--- config.mk ---
export PLATFORM = sky130hd
export DESIGN_NAME = enemy_shooter
export DESIGN_NICKNAME = d
export VERILOG_FILES = /design/src/rtl/enemy_shooter.sv
export SDC_FILE = /design/constraint.sdc
export NUM_CORES = 1
export LEC_CHECK = 0
export ABC_AREA = 1
export BUFFER_PORTS_ARGS = -buffer_cell sky130_fd_sc_hd__buf_2
export CORE_UTILIZATION = 55
export DETAILED_ROUTE_END_ITERATION = 10
export HOLD_SLACK_MARGIN = 0.02
export PLACE_DENSITY = 0.84
export SLEW_MARGIN = 30
export SYNTH_ARGS = -nofsm -noshare
export SYNTH_HDL_FRONTEND = slang
export SYNTH_SLANG_ARGS = --single-unit
--- constraint.sdc ---
create_clock -name clk_i -period 6.9 [get_ports clk_i]
set_clock_uncertainty 0.15 [all_clocks]
set_input_delay 0 -clock clk_i [delete_from_list [all_inputs] [get_ports clk_i]]
set_output_delay 0 -clock clk_i [all_outputs]
set_load 0.01 [all_outputs]
--- src/rtl/enemy_shooter.sv ---
// enemy_shooter: enemy return fire aimed at the player ship.
//
// An LFSR picks the firing column. After a cooldown, the block launches one
// bullet from the enemy the formation reports for that column. The bullet
// then drops step_p pixels per frame and is tested against the player box
// on every frame.
//
// Ports:
//   clk_i, reset_ni         clock, asynchronous active-low reset
//   frame_i                 one-cycle frame strobe
//   enable_i                game running; low freezes all state except the LFSR
//   clear_i                 synchronous drop of the bullet and cooldown restart
//   shooter_valid_i         formation has a live enemy in column col_sel_o
//   shooter_left_i/bot_i    gun x / bottom y of that enemy
//   player_left_i/right_i   player horizontal extent
//   col_sel_o               requested firing column (LFSR value, never 0)
//   hit_o                   one-cycle pulse, player hit
//   bullet_o                bullet visible
//   bullet_*_o              bullet box and colour
//   state_o                 present one-hot state, for debug
module enemy_shooter #(
    parameter logic [11:0] color_p         = {4'hE, 4'h5, 4'h5},
    parameter logic [9:0]  step_p          = 10'd4,
    parameter logic [7:0]  cooldown_p      = 8'd60,
    parameter logic [9:0]  bullet_w_p      = 10'd6,
    parameter logic [9:0]  bullet_h_p      = 10'd10,
    parameter logic [9:0]  player_top_p    = 10'd400,
    parameter logic [9:0]  player_bot_p    = 10'd420,
    parameter logic [9:0]  bottom_border_p = 10'd470
) (
    input  logic       clk_i,
    input  logic       reset_ni,
    input  logic       frame_i,
    input  logic       enable_i,
    input  logic       clear_i,
    input  logic       shooter_valid_i,
    input  logic [9:0] shooter_left_i,
    input  logic [9:0] shooter_bot_i,
    input  logic [9:0] player_left_i,
    input  logic [9:0] player_right_i,
    output logic [3:0] col_sel_o,
    output logic       hit_o,
    output logic       bullet_o,
    output logic [9:0] bullet_left_o,
    output logic [9:0] bullet_right_o,
    output logic [9:0] bullet_top_o,
    output logic [9:0] bullet_bot_o,
    output logic [3:0] bullet_red_o,
    output logic [3:0] bullet_green_o,
    output logic [3:0] bullet_blue_o,
    output logic [2:0] state_o
);

    typedef enum logic [2:0] {
        StCooldown = 3'b001,
        StArmed    = 3'b010,
        StFlying   = 3'b100
    } state_e;

    state_e      state_q, state_d;
    logic [7:0]  cnt_q, cnt_d;
    logic [9:0]  left_q, left_d;
    logic [9:0]  top_q, top_d;
    logic        hit_q, hit_d;
    logic [3:0]  lfsr_q, lfsr_d;

    logic        tick;
    logic [9:0]  right;
    logic [9:0]  bot;
    logic        collide;
    logic [10:0] top_stepped;
    logic        at_border;

    assign tick  = frame_i & enable_i;
    assign right = left_q + bullet_w_p;
    assign bot   = top_q + bullet_h_p;

    assign collide = (right > player_left_i) && (left_q < player_right_i) &&
                     (bot >= player_top_p) && (top_q <= player_bot_p);

    // 11-bit sum so a bullet near the bottom of the range cannot wrap past the border.
    assign top_stepped = {1'b0, top_q} + {1'b0, step_p};
    assign at_border   = top_stepped >= {1'b0, bottom_border_p};

    // x^4 + x^3 + 1; runs on every frame so the column keeps changing while frozen.
    assign lfsr_d = frame_i ? {lfsr_q[2:0], lfsr_q[3] ^ lfsr_q[2]} : lfsr_q;

    always_comb begin
        state_d = state_q;
        cnt_d   = cnt_q;
        left_d  = left_q;
        top_d   = top_q;
        hit_d   = 1'b0;
        if (clear_i) begin
            state_d = StCooldown;
            cnt_d   = cooldown_p;
        end else begin
            unique case (state_q)
                StCooldown: begin
                    if (tick) begin
                        if (cnt_q == 8'd0) begin
                            state_d = StArmed;
                        end else begin
                            cnt_d = cnt_q - 8'd1;
                        end
                    end
                end
                StArmed: begin
                    if (tick && shooter_valid_i) begin
                        left_d  = shooter_left_i;
                        top_d   = shooter_bot_i;
                        state_d = StFlying;
                    end
                end
                StFlying: begin
                    if (tick) begin
                        if (collide) begin
                            hit_d   = 1'b1;
                            state_d = StCooldown;
                            cnt_d   = cooldown_p;
                        end else if (at_border) begin
                            state_d = StCooldown;
                            cnt_d   = cooldown_p;
                        end else begin
                            top_d = top_stepped[9:0];
                        end
                    end
                end
                default: begin
                    state_d = StCooldown;
                    cnt_d   = cooldown_p;
                end
            endcase
        end
    end

    always_ff @(posedge clk_i or negedge reset_ni) begin
        if (!reset_ni) begin
            state_q <= StCooldown;
            cnt_q   <= cooldown_p;
            left_q  <= 10'd0;
            top_q   <= 10'd0;
            hit_q   <= 1'b0;
            lfsr_q  <= 4'b1001;
        end else begin
            state_q <= state_d;
            cnt_q   <= cnt_d;
            left_q  <= left_d;
            top_q   <= top_d;
            hit_q   <= hit_d;
            lfsr_q  <= lfsr_d;
        end
    end

    assign col_sel_o      = lfsr_q;
    assign hit_o          = hit_q;
    assign bullet_o       = (state_q == StFlying);
    assign bullet_left_o  = left_q;
    assign bullet_right_o = right;
    assign bullet_top_o   = top_q;
    assign bullet_bot_o   = bot;
    assign bullet_red_o   = color_p[11:8];
    assign bullet_green_o = color_p[7:4];
    assign bullet_blue_o  = color_p[3:0];
    assign state_o        = state_q;

endmodule
# After elaboration in Yosys (flattened, before gate mapping)
# Cells that the tools add are included.
[totals] output_inout_bits=61 register_bits=36 elab_cells=66 input_bits=46
[op_classes] n_eq_ne=14 bitwise=3 addsub=4 reduce_logical=10 muxes=24 n_lt_le_gt_ge=5
[ops] cell="2-to-1 mux 8 bit" count=6
[ops] cell="2-to-1 mux 10 bit" count=4
[ops] cell="case mux 8 bit (3 select lines)" count=1
[ops] cell="2-to-1 mux 3 bit" count=7
[ops] cell="case mux 10 bit (2 select lines)" count=1
[ops] cell="inequality test 3 bit (second input constant)" count=4
[ops] cell="adder 10 x 3 -> 11 bit (second input constant)" count=1
[ops] cell="greater-or-equal comparator 11 x 9 -> 1 bit (second input constant)" count=1
[ops] cell="adder 10 x 3 -> 10 bit (second input constant)" count=1
[ops] cell="adder 10 x 4 -> 10 bit (second input constant)" count=1
[ops] cell="greater-or-equal comparator 10 x 9 -> 1 bit (second input constant)" count=1
[ops] cell="greater-than comparator 10 bit" count=1
[ops] cell="<= comparator 10 x 9 -> 1 bit (second input constant)" count=1
[ops] cell="less-than comparator 10 bit" count=1
[ops] cell="AND reduction 5 bit" count=2
[ops] cell="case mux 3 bit (3 select lines)" count=1
[ops] cell="zero test 8 bit" count=1
[ops] cell="inequality test 2 bit (second input constant)" count=4
[ops] cell="subtractor 8 x 1 -> 8 bit (second input constant)" count=1
[ops] cell="AND reduction 6 bit" count=1
[ops] cell="logical AND 1 bit" count=4
[ops] cell="2-to-1 mux 1 bit" count=4
[ops] cell="inequality test 4 x 2 -> 1 bit (second input constant)" count=1
[ops] cell="equality test 3 x 1 -> 1 bit (second input constant)" count=1
[ops] cell="other kinds (9)" count=9

# Longest topological paths before layout
[logic_depth] depth_word=9 ltp_mapped=20 ltp_nobuf=20

# Least setup slack after synthesis
# Ideal clock, no wire load.
[synth_path] path_kind="reg2reg" start="register left_q[1], in the netlist bullet_left_o[1]" end="register cnt_q[0]" path_slack_ns=3.943 arrival_time_ns=2.690 setup_time_ns=0.117 n_path_buf=0 required_ns=6.633 path_stages_with_launch=20 synth_period_minus_slack_ns=2.957 path_cell_list="dfrtp_1 -> inv_1 -> ha_1 -> nor2_1 -> nand3_1 -> nand3b_1 -> xnor2_1 -> ha_1 -> nand2_1 -> nor2_1 -> nand2_1 -> nor2_1 -> nor2_1 -> nand3_1 -> nor2_1 -> nand2_2 -> nand2_2 -> nand3_2 -> nand2_1 -> nand2_1"
[synth_via] elab_chain_len=9 elab_cells_between_ends=12 classes_between="add/sub: 1; order compare: 2; eq/ne: 1; mux: 4; reduce/logical: 4"
[synth_lines] item="start: declaration" line="62" text="logic [9:0] left_q, left_d;"
[synth_lines] item="start signal: assignment" line="148" text="left_q <= left_d;"
[synth_lines] item="adder 10 x 3 -> 10 bit *" line="75" text="assign right = left_q + bullet_w_p;"
[synth_lines] item="named net bullet_right_o[1]" line="45" text="output logic [9:0] bullet_right_o,"
[synth_lines] item="greater-than comparator 10 bit *" line="78" text="assign collide = (right > player_left_i) && (left_q < player_right_i) &&"
[synth_lines] item="logical AND 1 bit * (2 in a row)" line="78"
[synth_lines] item="logical AND 1 bit *" line="79" text="(bot >= player_top_p) && (top_q <= player_bot_p);"
[synth_lines] item="2-to-1 mux 8 bit" line="117" text="if (collide) begin"
[synth_lines] item="2-to-1 mux 8 bit" line="116" text="if (tick) begin"
[synth_lines] item="case mux 8 bit (3 select lines)" line="98" text="unique case (state_q)"
[synth_lines] item="2-to-1 mux 8 bit" line="94" text="if (clear_i) begin"
[synth_lines] item="end signal: assignment" line="140" text="cnt_q <= cooldown_p;"
[synth_lines] item="end signal: assignment" line="147" text="cnt_q <= cnt_d;"
[synth_lines] item="end: declaration" line="61" text="logic [7:0] cnt_q, cnt_d;"
# Mark *: on every way through the listed nets, which the timed path passes. The rest lies on a longest branch. The select of a mux whose other input is x is not followed.
# A chain may end at the register's enable or synchronous reset.

# Final worst setup path
[layout_path] start="register left_q[1], in the netlist bullet_left_o[1]" end="register cnt_q[6]"
[layout_via] elab_chain_len=9 elab_cells_between_ends=12 classes_between="add/sub: 1; order compare: 2; eq/ne: 1; mux: 4; reduce/logical: 4"
[layout_lines] item="adder 10 x 3 -> 10 bit" line="75"
[layout_lines] item="greater-than comparator 10 bit" line="78"
[layout_lines] item="logical AND 1 bit * (2 in a row)" line="78"
[layout_lines] item="logical AND 1 bit *" line="79"
[layout_lines] item="2-to-1 mux 8 bit" line="117"
[layout_lines] item="2-to-1 mux 8 bit" line="116"
[layout_lines] item="case mux 8 bit (3 select lines)" line="98"
[layout_lines] item="2-to-1 mux 8 bit" line="94"
# Every way passes the cells marked *; elsewhere a longest branch is shown, timed or not. The select of a mux whose other input is x is not followed.

==> flow_summary.toml <==
[status]
status = "finished clean"

[power_and_ir_drop]
internal_power_uw = 605.9
pwr-share-clk_pct = 14.4
p_comb_share_pct = 50.4
swShare_pct = 46.26
powerDensity_nw_per_um2 = 286.8
leakage_nw = 2.310
power.switching_uw = 521.5
max-vdd-ir-drop_mv = 0.1570
pwr-share-seq_pct = 35.2

[die]
placementRows = 27
die_area_sq_um = 5981
start_util_pct = 57.04
core_area_sq_um = 5473
ios = 107
die_y_um = 77.34
die_width_um = 77.34

[drt]
wl_per_cell_um = 12.87
vias = 3287
viasPerCell = 5.209
routed_wl_um = 8118
antenna_left = 0
dr.first_iter.drc_count = 247
post-route-drc-count = 0
dr.pass1.iters = 8

[worst_hold_path]
hold_class = "input port to async pin"

[critical_path]
end_kind = "register"
critical_path_required_ps = 6930
crit_top_cell = "nor2_1"
crit_slowest_cell = "dfrtp_1"
max_stage_delay_ps = 390
path_cells = "inv_1 -> ha_1 -> nor2_1 -> nand3_1 -> nand3b_1 -> xnor2_1 -> ha_1 -> nand2_1 -> nor2_1 -> nor3b_1 -> nor2_1 -> nor2_1 -> nand2_2 -> nand2_2 -> nand3_2 -> nand2_1 -> nand2_1"
crit_path_max_fanout = 13
critPathArrivalTime_ps = 3250
worst-setup-path-type = "register to register"
critPathLaunchType = "register"

[place]
globalplace.congestion = 0.8973
hpwl_um = 5822
placed_cells = 598
io_buffers = 94
place_ws_ps = 3691

[global_route]
antenna_found_initial = 0
grt-ovfl-total = 0
grt_util_all_layers_pct = 27.94
grt_max_degree = 37
grt_pass1_wl_um = 13210
first_global_vias = 3012

[clock_tree]
clock_latency_ps = 290
cts_htree_levels = 2
tritoncts = "done"
cts_root_buffer = "clkbuf_8"
cts_buffer_depth = 2
path_clk_slew_ps = 70
post_cts_resize_count = 0
clock-sinks = 36
cts_made_buffers = 5

[logic_synthesis]
yosys_warnings = 0
synth_cells = 443
async_reset_ff_share_pct = 100.0
synth_area_leaders = "dfrtp_1, nand2_1, ha_1"
synth-main-ff-cell = "dfrtp_1"
syn_area_sq_um = 3122
synth_top_area_share_pct = 23.25
avgSynthCellArea_sq_um = 7.047
synth_edf_count = 0
synth_cell_types = 34
seq_area_frac_synth_pct = 29.14
ys_ff_latch = 36
yosysTopAreaCell = "dfrtp_1"

[sta]
fmaxAchievable_mhz = 310.7
tns_ps = 0
finalHoldViolCount = 0
rsz0062_at_grt = "false"
slew_viol_final = 0
min_period_ps = 3219
tightest_slew_ps = 794.4
whs_ps = 177.1
setup_slack_ps = 3681
finalSetupViolCount = 0
slew_headroom_pct = 47.04
fin_crit_sh_pct = 46.65

[finish]
fin_nets = 633
drive_above_1_share_pct = 25.58
syn_to_final_growth_pct = 25.93
instances_no_fill = 631
antennaDiodeCount = 0
utilization_pct = 71.83

[run]
cap_viol_max_count = 0
## kinds of logic (layout without fill, tap and decap cells)
kind of cell / count (synthesis) / count (layout) / synth area share [%]
other cells: 2 / 12 / 0.2406
compound gates: 28 / 28 / 5.291
fa+ha+maj: 28 / 28 / 11.22
flops: 36 / 36 / 29.14
xor+xnor: 12 / 12 / 3.367
buf+inv: 87 / 193 / 12.75
mux: 9 / 9 / 3.247
simple gates: 241 / 241 / 34.75
## flip-flops by register name, indices dropped and copies added, names as in the netlist
name / flops
hit_o: 1
bullet_left_o: 10
state_o: 3
cnt_q: 8
bullet_top_o: 10
col_sel_o: 4
## Yosys cell counts (4+ instances only)
master / instances
a21oi_1: 10
buf_4: 16
dfrtp_1: 29
dfstp_2: 7
ha_1: 28
inv_1: 62
inv_2: 4
mux2_2: 9
nand2_1: 137
nand2_2: 5
nand3_1: 30
nand4_1: 17
nor2_1: 31
nor2_2: 4
o21ai_0: 10
xnor2_1: 7
xor2_1: 5
## worst paths after layout
kind | from | to | slack, ps | depth (start not counted)
setup / recovery | bullet_left_o[1] | cnt_q[6] | 3680 | 17
hold / removal | reset_ni | bullet_top_o[8] | 180 | 2
max in group asynchronous | reset_ni | bullet_left_o[3] | 5920 | 2
min in group clk_i | player_right_i[0] | hit_o | 280 | 11
hold reg to reg | col_sel_o[3] | col_sel_o[3] | 330 | 2
setup reg to reg | bullet_left_o[1] | cnt_q[6] | 3680 | 17
## final cells by class
| cell class | instances | area [sq um] |
|---|---|---|
| fill | 435 | 1541 |
| tap | 72 | 90.09 |
| multi-input combinational | 330 | 1857 |
| inverter | 66 | 247.7 |
| sequential | 36 | 909.6 |
| clock buffer | 7 | 96.34 |
| timing repair buffer | 120 | 730.7 |
## power by group through the flow
stage / sequential [mW] / combinational (mW) / clock, mW
after floorplan: 0.376 / 0.388 / 0
after global placement: 0.392 / 0.533 / 0
after detailed placement: 0.393 / 0.549 / 0
after CTS: 0.392 / 0.562 / 0.167
after global routing: 0.407 / 0.642 / 0.173
final: 0.396 / 0.569 / 0.163
## cells in the final DEF, fill, tap and decap left out, drive strengths merged
| cell type | count |
|---|---|
| nand2 | 144 |
| buf | 94 |
| inv | 66 |
| nor2 | 36 |
| nand3 | 33 |
| dfrtp | 29 |
| ha | 28 |
| dlygate4sd3 | 26 |
| nand4 | 17 |
| o21ai | 13 |
| conb | 12 |
| a21oi | 10 |
| mux2 | 9 |
| xnor2 | 7 |
| clkbuf | 7 |
| dfstp | 7 |
| xor2 | 5 |
| nor3 | 5 |
| nand3b | 3 |
| a31oi | 3 |
| or2 | 2 |
| nor3b | 1 |
| o21a | 1 |
| a211oi | 1 |
## routing by layer
metal / vias to the layer above / global-route usage [%] / wire length, um
met3: 30 / 3.647 / 512
met2: 156 / 49.91 / 3985
met5: - / 0 / 0
met1: 1486 / 33.26 / 3364
li1: 1615 / - / -
met4: 0 / 12.45 / 256
## critical path: cells and delay by family (launching register included)
family / cells / cell delay [ps]
buffers and inverters: 1 / 100
adder cells (fa/ha/maj): 2 / 530
XOR/XNOR: 1 / 160
flip-flops: 1 / 390
AND/OR/NAND/NOR: 13 / 1780
## stage by stage
step	cell area, sq um	power (mW)
6_report	3931	1.127
4_1_cts	3931	1.121
2_1_floorplan	3159	0.7637
3_3_place_gp	3570	0.9251
3_5_place_dp	3575	0.9418
5_1_grt	3931	1.222
## timing repair
action / in CTS / in global routing
buffers inserted: 0 / 0
endpoints found under the hold margin: 56 / 0
hold buffers: 26 / 0
(Power assumes the default switching activity.)
